--- src/rtl/io_pkg.sv ---
// Shared definitions for the memory-mapped I/O port controller: FSM states,
// register offsets above the data ports and the wait-state counter width.
package io_pkg;

  typedef enum logic [1:0] {
    ST_IDLE = 2'd0,
    ST_WAIT = 2'd1,
    ST_ACK  = 2'd2
  } io_state_t;

  localparam int unsigned WAIT_CNT_W = 4;

  function automatic int unsigned OFS_MASK(input int unsigned num_ports);
    return num_ports;
  endfunction

  function automatic int unsigned OFS_STATUS(input int unsigned num_ports);
    return num_ports + 1;
  endfunction

endpackage

--- src/rtl/io_sync_edge.sv ---
// Two-flop input synchroniser for one port, with a third stage kept only to
// flag that the synchronised value differs from the previous sample.
module io_sync_edge #(
  parameter int unsigned DATA_W = 8
) (
  input  logic              clk,
  input  logic              reset,
  input  logic [DATA_W-1:0] d,
  output logic [DATA_W-1:0] q,
  output logic              changed
);

  logic [DATA_W-1:0] s1, s2, s3;

  always_ff @(posedge clk) begin
    if (reset) begin
      s1 <= '0;
      s2 <= '0;
      s3 <= '0;
    end else begin
      s1 <= d;
      s2 <= s1;
      s3 <= s2;
    end
  end

  assign q       = s2;
  assign changed = (s2 != s3);

endmodule

--- src/rtl/io_port_ctrl.sv ---
// Memory-mapped controller for NUM_PORTS output/input byte ports plus MASK and
// STATUS registers, accessed through a start/ack handshake with wait states.
module io_port_ctrl
  import io_pkg::*;
#(
  parameter int unsigned       DATA_W    = 8,
  parameter int unsigned       ADDR_W    = 16,
  parameter int unsigned       NUM_PORTS = 4,
  parameter logic [ADDR_W-1:0] BASE_ADDR = '0,
  parameter int unsigned       WAIT_CYC  = 0
) (
  input  logic                        clk,
  input  logic                        reset,
  input  logic [DATA_W-1:0]           inreg1,
  input  logic [DATA_W-1:0]           inreg2,
  input  logic                        writeRgDir,
  input  logic                        io_start,
  input  logic                        io_we,
  input  logic [DATA_W-1:0]           wdata,
  output logic [DATA_W-1:0]           rdata,
  output logic                        io_ack,
  output logic                        io_busy,
  output logic [ADDR_W-1:0]           dir,
  output logic [NUM_PORTS*DATA_W-1:0] port_out,
  output logic [NUM_PORTS-1:0]        port_wstb,
  input  logic [NUM_PORTS*DATA_W-1:0] port_in,
  output logic                        irq
);

  localparam int unsigned NB = (NUM_PORTS < DATA_W) ? NUM_PORTS : DATA_W;

  io_state_t             state;
  logic [WAIT_CNT_W-1:0] wcnt;

  logic                  op_we, op_hit;
  logic [ADDR_W-1:0]     op_ofs;
  logic [DATA_W-1:0]     op_wdata;

  logic                  cur_we, cur_hit;
  logic [ADDR_W-1:0]     cur_ofs;
  logic [DATA_W-1:0]     cur_wdata;

  logic [ADDR_W:0]       dir_diff;
  logic                  enter_ack;
  logic [NUM_PORTS-1:0]  mask, status, chg, clr;
  logic [NUM_PORTS*DATA_W-1:0] sync_q;
  logic [DATA_W-1:0]     rd_val;

  for (genvar k = 0; k < NUM_PORTS; k++) begin : g_sync
    io_sync_edge #(.DATA_W(DATA_W)) u_sync (
      .clk    (clk),
      .reset  (reset),
      .d      (port_in[k*DATA_W +: DATA_W]),
      .q      (sync_q[k*DATA_W +: DATA_W]),
      .changed(chg[k])
    );
  end

  // Borrow bit marks dir below BASE_ADDR, which is unmapped.
  assign dir_diff = {1'b0, dir} - {1'b0, BASE_ADDR};
  assign io_busy  = (state != ST_IDLE);

  // With no wait states the access completes on the edge that accepts it, so
  // the operation is taken straight from the inputs while still in IDLE.
  always_comb begin
    if (state == ST_IDLE) begin
      cur_we    = io_we;
      cur_hit   = ~dir_diff[ADDR_W];
      cur_ofs   = dir_diff[ADDR_W-1:0];
      cur_wdata = wdata;
    end else begin
      cur_we    = op_we;
      cur_hit   = op_hit;
      cur_ofs   = op_ofs;
      cur_wdata = op_wdata;
    end
  end

  always_comb begin
    enter_ack = 1'b0;
    case (state)
      ST_IDLE: enter_ack = io_start && (WAIT_CYC == 0);
      ST_WAIT: enter_ack = (wcnt == WAIT_CNT_W'(WAIT_CYC - 1));
      default: enter_ack = 1'b0;
    endcase
  end

  always_comb begin
    rd_val = '0;
    if (cur_hit) begin
      for (int unsigned k = 0; k < NUM_PORTS; k++) begin
        if (cur_ofs == ADDR_W'(k)) rd_val = sync_q[k*DATA_W +: DATA_W];
      end
      if (cur_ofs == ADDR_W'(OFS_MASK(NUM_PORTS)))   rd_val[NB-1:0] = mask[NB-1:0];
      if (cur_ofs == ADDR_W'(OFS_STATUS(NUM_PORTS))) rd_val[NB-1:0] = status[NB-1:0];
    end
  end

  always_comb begin
    clr = '0;
    if (enter_ack && cur_we && cur_hit && (cur_ofs == ADDR_W'(OFS_STATUS(NUM_PORTS))))
      clr[NB-1:0] = cur_wdata[NB-1:0];
  end

  always_ff @(posedge clk) begin
    if (reset) begin
      state     <= ST_IDLE;
      wcnt      <= '0;
      op_we     <= 1'b0;
      op_hit    <= 1'b0;
      op_ofs    <= '0;
      op_wdata  <= '0;
      dir       <= '0;
      port_out  <= '0;
      port_wstb <= '0;
      rdata     <= '0;
      io_ack    <= 1'b0;
      mask      <= '0;
      status    <= '0;
      irq       <= 1'b0;
    end else begin
      port_wstb <= '0;
      io_ack    <= enter_ack;
      irq       <= |(status & mask);
      status    <= (status & ~clr) | chg;
      if (writeRgDir) dir <= {inreg2, inreg1};

      case (state)
        ST_IDLE: begin
          if (io_start) begin
            op_we    <= io_we;
            op_hit   <= cur_hit;
            op_ofs   <= cur_ofs;
            op_wdata <= wdata;
            wcnt     <= '0;
            state    <= (WAIT_CYC == 0) ? ST_ACK : ST_WAIT;
          end
        end
        ST_WAIT: begin
          if (enter_ack) state <= ST_ACK;
          else           wcnt  <= wcnt + 1'b1;
        end
        ST_ACK:  state <= ST_IDLE;
        default: state <= ST_IDLE;
      endcase

      // Results land on the edge entering ACK so they are valid with io_ack.
      if (enter_ack) begin
        if (cur_we) begin
          if (cur_hit) begin
            for (int unsigned k = 0; k < NUM_PORTS; k++) begin
              if (cur_ofs == ADDR_W'(k)) begin
                port_out[k*DATA_W +: DATA_W] <= cur_wdata;
                port_wstb[k]                 <= 1'b1;
              end
            end
            if (cur_ofs == ADDR_W'(OFS_MASK(NUM_PORTS))) mask[NB-1:0] <= cur_wdata[NB-1:0];
          end
        end else begin
          rdata <= rd_val;
        end
      end
    end
  end

endmodule

--- config.mk ---
export PLATFORM = sky130hd
export DESIGN_NAME = io_port_ctrl
export DESIGN_NICKNAME = d
export VERILOG_FILES = /design/src/rtl/io_pkg.sv /design/src/rtl/io_sync_edge.sv /design/src/rtl/io_port_ctrl.sv
export SDC_FILE = /design/constraint.sdc
export NUM_CORES = 1
export LEC_CHECK = 0
export CORE_ASPECT_RATIO = 0.7
export CORE_UTILIZATION = 42
export DETAILED_ROUTE_END_ITERATION = 16
export GPL_ROUTABILITY_DRIVEN = 0
export PLACE_DENSITY = 0.64
export SYNTH_ARGS = -nofsm -noshare
export SYNTH_HDL_FRONTEND = slang
export SYNTH_HIERARCHICAL = 1
export SYNTH_SLANG_ARGS = --single-unit
--- constraint.sdc ---
create_clock -name clk -period 6.9 [get_ports clk]
set_clock_uncertainty 0.1 [all_clocks]
set_input_delay 2.07 -clock clk [delete_from_list [all_inputs] [get_ports clk]]
set_output_delay 2.07 -clock clk [all_outputs]
set_load 0.02 [all_outputs]
==> flow_metrics.tcl, run 1 <==
set metrics [dict create \
    drt_wl_total_um 15260 \
    hold_depth 1 \
    rsz0062_at_grt "false" \
    initial_utilization_pct 43.95 \
    n_fill_cell 1389 \
    clk_pin_slew_ns 0.07 \
    r2r_setup_slack_ns 3.49 \
    rows 38 \
    io-pin-count 124 \
    whs_endpoint "g_sync[3].u_sync/q[0]" \
    fin_ws_ns 2.524 \
    slew_headroom_pct 25.37 \
    finalSetupTns_ns 0 \
    yosys.area.top_type "dfxtp_1" \
    synth_area_leaders "dfxtp_1 (55%), nor2b_1 (8.4%), mux2i_1 (6.3%), nor2_1 (4.0%), xor2_1 (4.0%)" \
    cts_resized 0 \
    synthArstFlopShare_pct 0 \
    dr.first_iter.drc_count 337 \
    wl_per_cell_um 14.94 \
    path_max_fanout 25 \
    dieWidth_um 155.9 \
    slowest_delay_ns 0.93 \
    grt_pass1_wl_um 24500 \
    grt_antenna_before_repair 0 \
    ant_nets 0 \
    layout-drive-gt1-share_pct 8.115 \
    yosys.cell_types.count 43 \
    synth_top_cell_area_share_pct 54.94 \
    grt-ovfl-total 0 \
    drtPass1Iterations 4 \
    final_cells 1021 \
    fmax_ghz 0.2285 \
    cp_slowest_cell "a2111oi_4" \
    mappedNetlistNets 736 \
    dieArea_um2 17100 \
    placedCellCount 989 \
    hold_start "g_sync[3].u_sync/s1[0]" \
    cts_buffer_depth 2 \
    cts_tree "yes" \
    numCtsBuffers 17 \
    setup_viol 0 \
    synth_seq_cells 191 \
    worst_pin_slew_ns 1.119 \
    finalCritPeriodShare_pct 63.42 \
    power_leakage_uw 0.003407 \
    postCtsSetupBuffers 0 \
    finalHoldViolations 0 \
    r2r_end "port_out[16]" \
    cp.arrival_ns 4.59 \
    maxCapViolations 0 \
    htree_levels 4 \
    max-vdd-ir-drop_mv 0.1511 \
    vias 4995 \
    via_per_inst 4.892 \
    ys_seq_area_share_pct 54.94 \
    critPathLaunchType "primary input" \
    fin_crit_ns 4.376 \
    grt_max_degree 93 \
    crit_chain "clkdlybuf4s50_1 > nor2b_2 > buf_4 > nand2_1 > a2111oi_4 > nor2_1 > a211oi_1" \
    io_buffer_count 123 \
    die_y_um 109.7 \
    drc_errors 0 \
    clkSinkCount 191 \
    synthTopCellsByCount "dfxtp_1 (191), nor2b_1 (93), nor2_1 (75)" \
    antennaDiodeCount 0 \
    synth.avg_cell_area_um2 10.31 \
    r2r_start "state[1]" \
    clk_latency_ns 0.42 \
    postCtsHoldBufs 0 \
    worstSetupPathType "primary input to flop" \
    drv_slew 0 \
    coreArea_um2 15830 \
    cp-end-kind "flop" \
    power_density_nw_per_um2 268.2 \
    final_nets 849 \
    yosys_warnings 6 \
    grt_use_total_pct 18.44 \
    synth_ff_type "dfxtp_1" \
    netlist_instances 675 \
    synth-edff-count 0 \
    hold_class "flop to flop" \
    outcome "finished clean" \
    r2r_cells 6 \
    grt_pass1_vias 4821 \
    synthesis.area_um2 6959 \
    yosysMostFrequentCell "dfxtp_1" \
    cp_data_required_time_ns 7.11 \
    dp_hpwl_um 11010 \
    syn_to_final_growth_pct 28.96 \
    pre_cts_slack_ns 2.120 \
    root_buffer "clkbuf_16" \
]
## state kept, by name, indices dropped and copies added, names as in the netlist, 4 cells and up
name,flops
g_sync.u_sync/s3,32
dir,16
status,4
op_ofs,16
port_out,32
op_wdata,8
mask,4
g_sync.u_sync/q,32
rdata,8
port_wstb,4
g_sync.u_sync/s1,32
## worst max-delay path by stage
stage | startpoint | to | slack (ns)
2_1_floorplan | io_start | port_out[10] | 3.11
3_3_place_gp | io_start | port_out[10] | 2.26
3_5_place_dp | io_start | port_out[13] | 2.12
4_1_cts | io_start | port_out[30] | 2.53
5_1_grt | io_start | port_out[30] | 2.34
6_report | io_start | port_out[30] | 2.52
## cell type report
class / count / area (um2) / area share, %
clock buffers: 20 / 456.7 / 5.089
clock inverters: 12 / 172.7 / 1.924
inverters: 4 / 15.01 / 0.1673
multi-input cells: 448 / 2980 / 33.21
flip-flops and latches: 191 / 3824 / 42.60
well taps: 220 / 275.3 / 3.067
repair buffers: 126 / 1251 / 13.94
## power breakdown
| group | leakage (uW) | switching [uW] | internal [uW] |
|---|---|---|---|
| logic | 0.00154 | 112 | 100 |
| clock network | 0.000306 | 424 | 602 |
| registers | 0.00156 | 28.2 | 1140 |
## stage by stage
stage	utilization [%]	total power, uW	hold slack, ns	instance area [um2]
after global placement	52.71	1401	0.3281	8346
after CTS	56.69	2432	0.3366	8975
after global routing	56.69	2494	0.3540	8975
after detailed placement	52.71	1407	0.3204	8346
after floorplan	-	1318	0.3138	6959
final	56.69	2407	0.3338	8975
## critical path, delay by kind of cell
family | cells | cell delay [ns]
compound gates | 2 | 1.21
buf+inv | 2 | 0.74
simple gates | 3 | 0.54
## cell families after synthesis
| family | after synthesis | share of synthesized area, % |
|---|---|---|
| buffers and inverters | 36 | 2.265 |
| muxes | 56 | 8.468 |
| AOI/OAI and AO/OA | 83 | 9.403 |
| and+or+nand+nor | 277 | 20.89 |
| xor gates and xnor gates | 32 | 4.027 |
| DFF | 191 | 54.94 |
## cell usage in the layout, fill, tap and decap left out, drive strengths merged, types with 8 or more instances in the layout
cell type / n
dfxtp: 191
clkdlybuf4s50: 122
clkbuf: 20
nor4: 14
mux2: 10
nor2: 75
nor3: 8
nand2: 68
xor2: 32
a211oi: 21
nor2b: 97
mux2i: 46
o31ai: 8
inv: 10
a21oi: 29
## routing by layer
layer	vias to the layer above	wire [um]	global-route usage (%)
met5	-	0	0
met1	2351	7699	26.39
met4	0	234	6.373
met3	17	692	3.508
met2	117	6629	27.77
li1	2510	-	-
(Power assumes the default switching activity.)
==> run 2, diff against run 1 <==
- clock period: 6.9 -> 4.1 ns (I/O delays scaled with it)
==> flow_metrics.tcl, run 2 (synthesized netlist as in run 1, its figures left out) <==
set metrics [dict create \
    max-vdd-ir-drop_mv 0.2706 \
    r2r_start "state[1]" \
    finalSetupTns_ns 0 \
    grt_use_total_pct 18.34 \
    cp-end-kind "flop" \
    dieWidth_um 155.9 \
    finalCritPeriodShare_pct 78.11 \
    pre_cts_slack_ns 0.4869 \
    n_fill_cell 1360 \
    final_common_cell "dfxtp_1" \
    worst_pin_slew_ns 0.9901 \
    ant_nets 0 \
    grt-ovfl-total 0 \
    antennaDiodeCount 0 \
    crit_chain "clkdlybuf4s50_1 > nor2b_2 > nand2_1 > a2111oi_4 > mux2i_1 > nor2_1" \
    cts_resized 0 \
    drt_wl_total_um 15040 \
    outcome "finished clean" \
    numCtsBuffers 17 \
    hold_start "g_sync[0].u_sync/s1[1]" \
    initial_utilization_pct 43.95 \
    io-pin-count 124 \
    maxCapViolations 0 \
    final_cell_mix "dfxtp_1 (191), clkdlybuf4s50_1 (122), nor2b_1 (92)" \
    cp_slowest_cell "a2111oi_4" \
    htree_levels 4 \
    io_buffer_count 123 \
    cts_tree "yes" \
    cp_data_required_time_ns 4.27 \
    grt_antenna_before_repair 0 \
    via_per_inst 4.845 \
    slowest_delay_ns 0.86 \
    drv_slew 0 \
    power_leakage_uw 0.003405 \
    worstSetupPathType "primary input to flop" \
    cts_buffer_depth 2 \
    fmax_ghz 0.3122 \
    cp.arrival_ns 3.37 \
    final_nets 853 \
    rsz0062_at_grt "false" \
    postCtsSetupBuffers 0 \
    clk_pin_slew_ns 0.06 \
    grt_pass1_wl_um 24100 \
    seq_area_um2 3824 \
    holdWs_ns 0.3352 \
    syn_to_final_growth_pct 28.91 \
    hold_class "flop to flop" \
    vias 4961 \
    setup_viol 0 \
    finalHoldViolations 0 \
    clk_latency_ns 0.42 \
    multi_input_area_um2 2980 \
    dr.first_iter.drc_count 280 \
    die_y_um 109.7 \
    wl_per_cell_um 14.69 \
    dp_hpwl_um 11040 \
    grt_max_degree 107 \
    rows 38 \
    coreArea_um2 15830 \
    slew_headroom_pct 33.99 \
    power_uw 3960 \
    fin_crit_ns 3.203 \
    layout-drive-gt1-share_pct 8.582 \
    drtPass1Iterations 4 \
    power_density_nw_per_um2 441.4 \
    root_buffer "clkbuf_16" \
    grt_pass1_vias 4816 \
    postCtsHoldBufs 0 \
    clkSinkCount 191 \
    drc_errors 0 \
    crit_start "io_start" \
    dieArea_um2 17100 \
    fin_ws_ns 0.8973 \
    critPathLaunchType "primary input" \
    path_max_fanout 8 \
]
run 2: layer usage:
metal / vias up / track usage, % / part of all wire (%)
met1: 2315 / 24.99 / 50
met5: - / 0 / 0
li1: 2528 / - / -
met4: 0 / 6.303 / 0.88
met2: 109 / 29.11 / 45
met3: 9 / 3.626 / 4.2
run 2: final timing paths:
check	to	slack [ns]	cells past startpoint
worst min-delay path	g_sync[0].u_sync/q[1]	0.34	1
worst max-delay path	port_out[7]	0.90	6
worst min register to register	g_sync[0].u_sync/q[1]	0.34	1
worst max register to register	port_out[10]	1.13	6
run 2: worst max-delay path, delay by kind of cell:
family | cells | cell delay, ns
buffers and inverters | 1 | 0.48
AO/OA/AOI/OAI | 1 | 0.86
multiplexers | 1 | 0.30
AND/OR/NAND/NOR | 3 | 0.50
run 2: layout make-up:
type	count	share of cell area, %
Sequential cell	191	42.62
Multi-Input combinational cell	448	33.22
Tap cell	220	3.068
Clock buffer	18	4.895
Inverter	4	0.1674
Clock inverter	13	1.743
Timing Repair Buffer	130	14.28
run 2: power by group:
group          switching (uW)  internal (uW)  total, uW
clock network             707            928       1640
logic                     185            170        355
registers                49.1           1920       1970
total                     941           3020       3960
run 2: metrics by stage:
step           utilization [%]  instances  area, um2
2_1_floorplan                -        675       6959
4_1_cts                  56.66       1024       8971
5_1_grt                  56.66       1024       8971
6_report                 56.66       1024       8971
3_5_place_dp             52.90        993       8376
3_3_place_gp             52.90        993       8376
==> run 3, diff against run 2 <==
- PLACE_DENSITY: 0.64 -> 0.67
- clock period: 4.1 -> 2.9 ns (I/O delays scaled with it)
==> flow_metrics.tcl, run 3 (synthesized netlist as in run 1, its figures left out) <==
set metrics [dict create \
    switching_share_pct 25.26 \
    power_frac_comb_pct 9.1 \
    die_y_um 109.7 \
    fmax_ghz 0.3613 \
    root_buffer "clkbuf_16" \
    rsz0062_at_grt "false" \
    numCtsBuffers 17 \
    power_uw 5734 \
    grt-ovfl-total 0 \
    slew_headroom_pct 59.95 \
    crit_chain "buf_6 > clkdlybuf4s50_1" \
    final_cell_mix "dfxtp_1 (191), clkdlybuf4s50_1 (122), nor2b_1 (92)" \
    cts_tree "yes" \
    grt_max_degree 99 \
    clk_pin_slew_ns 0.07 \
    hold_depth 1 \
    dp_hpwl_um 11370 \
    p_int_uw 4286 \
    via_per_inst 4.818 \
    htree_levels 4 \
    cp.arrival_ns 1.80 \
    dieWidth_um 155.9 \
    wl_per_cell_um 15.14 \
    power_leakage_uw 0.003485 \
    grt_use_total_pct 19.07 \
    dieArea_um2 17100 \
    drc_errors 0 \
    r2r_setup_slack_ns 0.32 \
    drv_slew 0 \
    max-vdd-ir-drop_mv 0.3281 \
    cp_slowest_cell "clkdlybuf4s50_1" \
    final_cells 1035 \
    io-pin-count 124 \
    p_switching_uw 1448 \
    grt_pass1_vias 4841 \
    drt_wl_total_um 15670 \
    vias 4987 \
    worst_pin_slew_ns 0.5967 \
    drtPass1Iterations 5 \
    layout-drive-gt1-share_pct 9.816 \
    fin_crit_ns 2.768 \
    io_buffer_count 123 \
    holdWs_ns 0.3366 \
    hold_class "flop to flop" \
    finalHoldViolations 0 \
    share_seq_of_total_power_pct 48.5 \
    placedCellCount 1003 \
    antennaDiodeCount 0 \
    clk_latency_ns 0.43 \
    worstSetupPathType "flop to output pin" \
    initial_utilization_pct 43.95 \
    syn_to_final_growth_pct 30.76 \
    grt_antenna_before_repair 0 \
    maxCapViolations 0 \
    n_fill_cell 1312 \
    r2r_cells 6 \
    cts_buffer_depth 2 \
    setup_viol 0 \
    clkSinkCount 191 \
    postCtsHoldBufs 0 \
    dr.first_iter.drc_count 217 \
    pre_cts_slack_ns -0.07040 \
    grt_pass1_wl_um 24940 \
    slowest_delay_ns 0.64 \
    final_nets 863 \
    coreArea_um2 15830 \
    cp-end-kind "output pin" \
    critPathLaunchType "flop" \
    cp_data_required_time_ns 1.93 \
    outcome "finished clean" \
    fin_ws_ns 0.1325 \
    fin_util_pct 57.48 \
    final_common_cell "dfxtp_1" \
    rows 38 \
    path_max_fanout 19 \
    finalCritPeriodShare_pct 95.43 \
    ant_nets 0 \
    power_density_nw_per_um2 630.1 \
    p_clk_share_pct 42.4 \
]
[run 3: cell types whose count changed in the layout (fill, tap and decap cells not counted), sizes merged]
| cell | previous run | this run |
|---|---|---|
| buf | 8 | 18 |
| clkbuf | 18 | 17 |
| clkinv | 4 | 5 |
| clkinvlp | 3 | 0 |
| inv | 8 | 12 |
[run 3: stage by stage]
step / TNS (ns) / area, um2
2_1_floorplan: 0 / 6959
5_1_grt: 0 / 9100
6_report: 0 / 9100
3_5_place_dp: -1.091 / 8476
3_3_place_gp: 0 / 8476
4_1_cts: 0 / 9096
[run 3: cell type report]
class / count / area, um2 / share of cell area, %
inverters: 4 / 15.01 / 0.1650
clock inverters: 15 / 195.2 / 2.145
well taps: 220 / 275.3 / 3.025
multi-input cells: 448 / 2980 / 32.75
clock buffers: 17 / 425.4 / 4.675
flip-flops and latches: 191 / 3824 / 42.02
repair buffers: 140 / 1385 / 15.22
[run 3: routing by layer]
metal / vias to the layer above / track usage (%) / routed length, um
li1: 2531 / - / -
met3: 25 / 4.730 / 732
met1: 2309 / 26.24 / 7759
met4: 0 / 7.283 / 277
met2: 122 / 28.83 / 6903
met5: - / 0 / 0
[run 3: repair_timing]
item / CTS / global route
endpoints found under the setup margin: 0 / 1
resized for setup: 0 / 1
buffers inserted: 0 / 0
[run 3: worst paths after layout]
| check | startpoint | end |
|---|---|---|
| worst min register to register | g_sync[3].u_sync/s1[0] | g_sync[3].u_sync/q[0] |
| worst max-delay path | state[1] | io_busy |
| worst max register to register | state[1] | mask[0] |
| worst min-delay path | g_sync[3].u_sync/s1[0] | g_sync[3].u_sync/q[0] |
[run 3: critical path: cells and delay by family, from the launching register on]
kind	cells	cell delay (ns)
buffers and inverters	2	0.90
flip-flops	1	0.47
[run 3: power by group through the flow]
stage / clock (uW) / sequential [uW] / combinational, uW
2_1_floorplan: 0 / 2840 / 293
3_3_place_gp: 0 / 2840 / 509
3_5_place_dp: 0 / 2840 / 524
4_1_cts: 2470 / 2780 / 526
5_1_grt: 2590 / 2790 / 569
6_report: 2430 / 2780 / 524
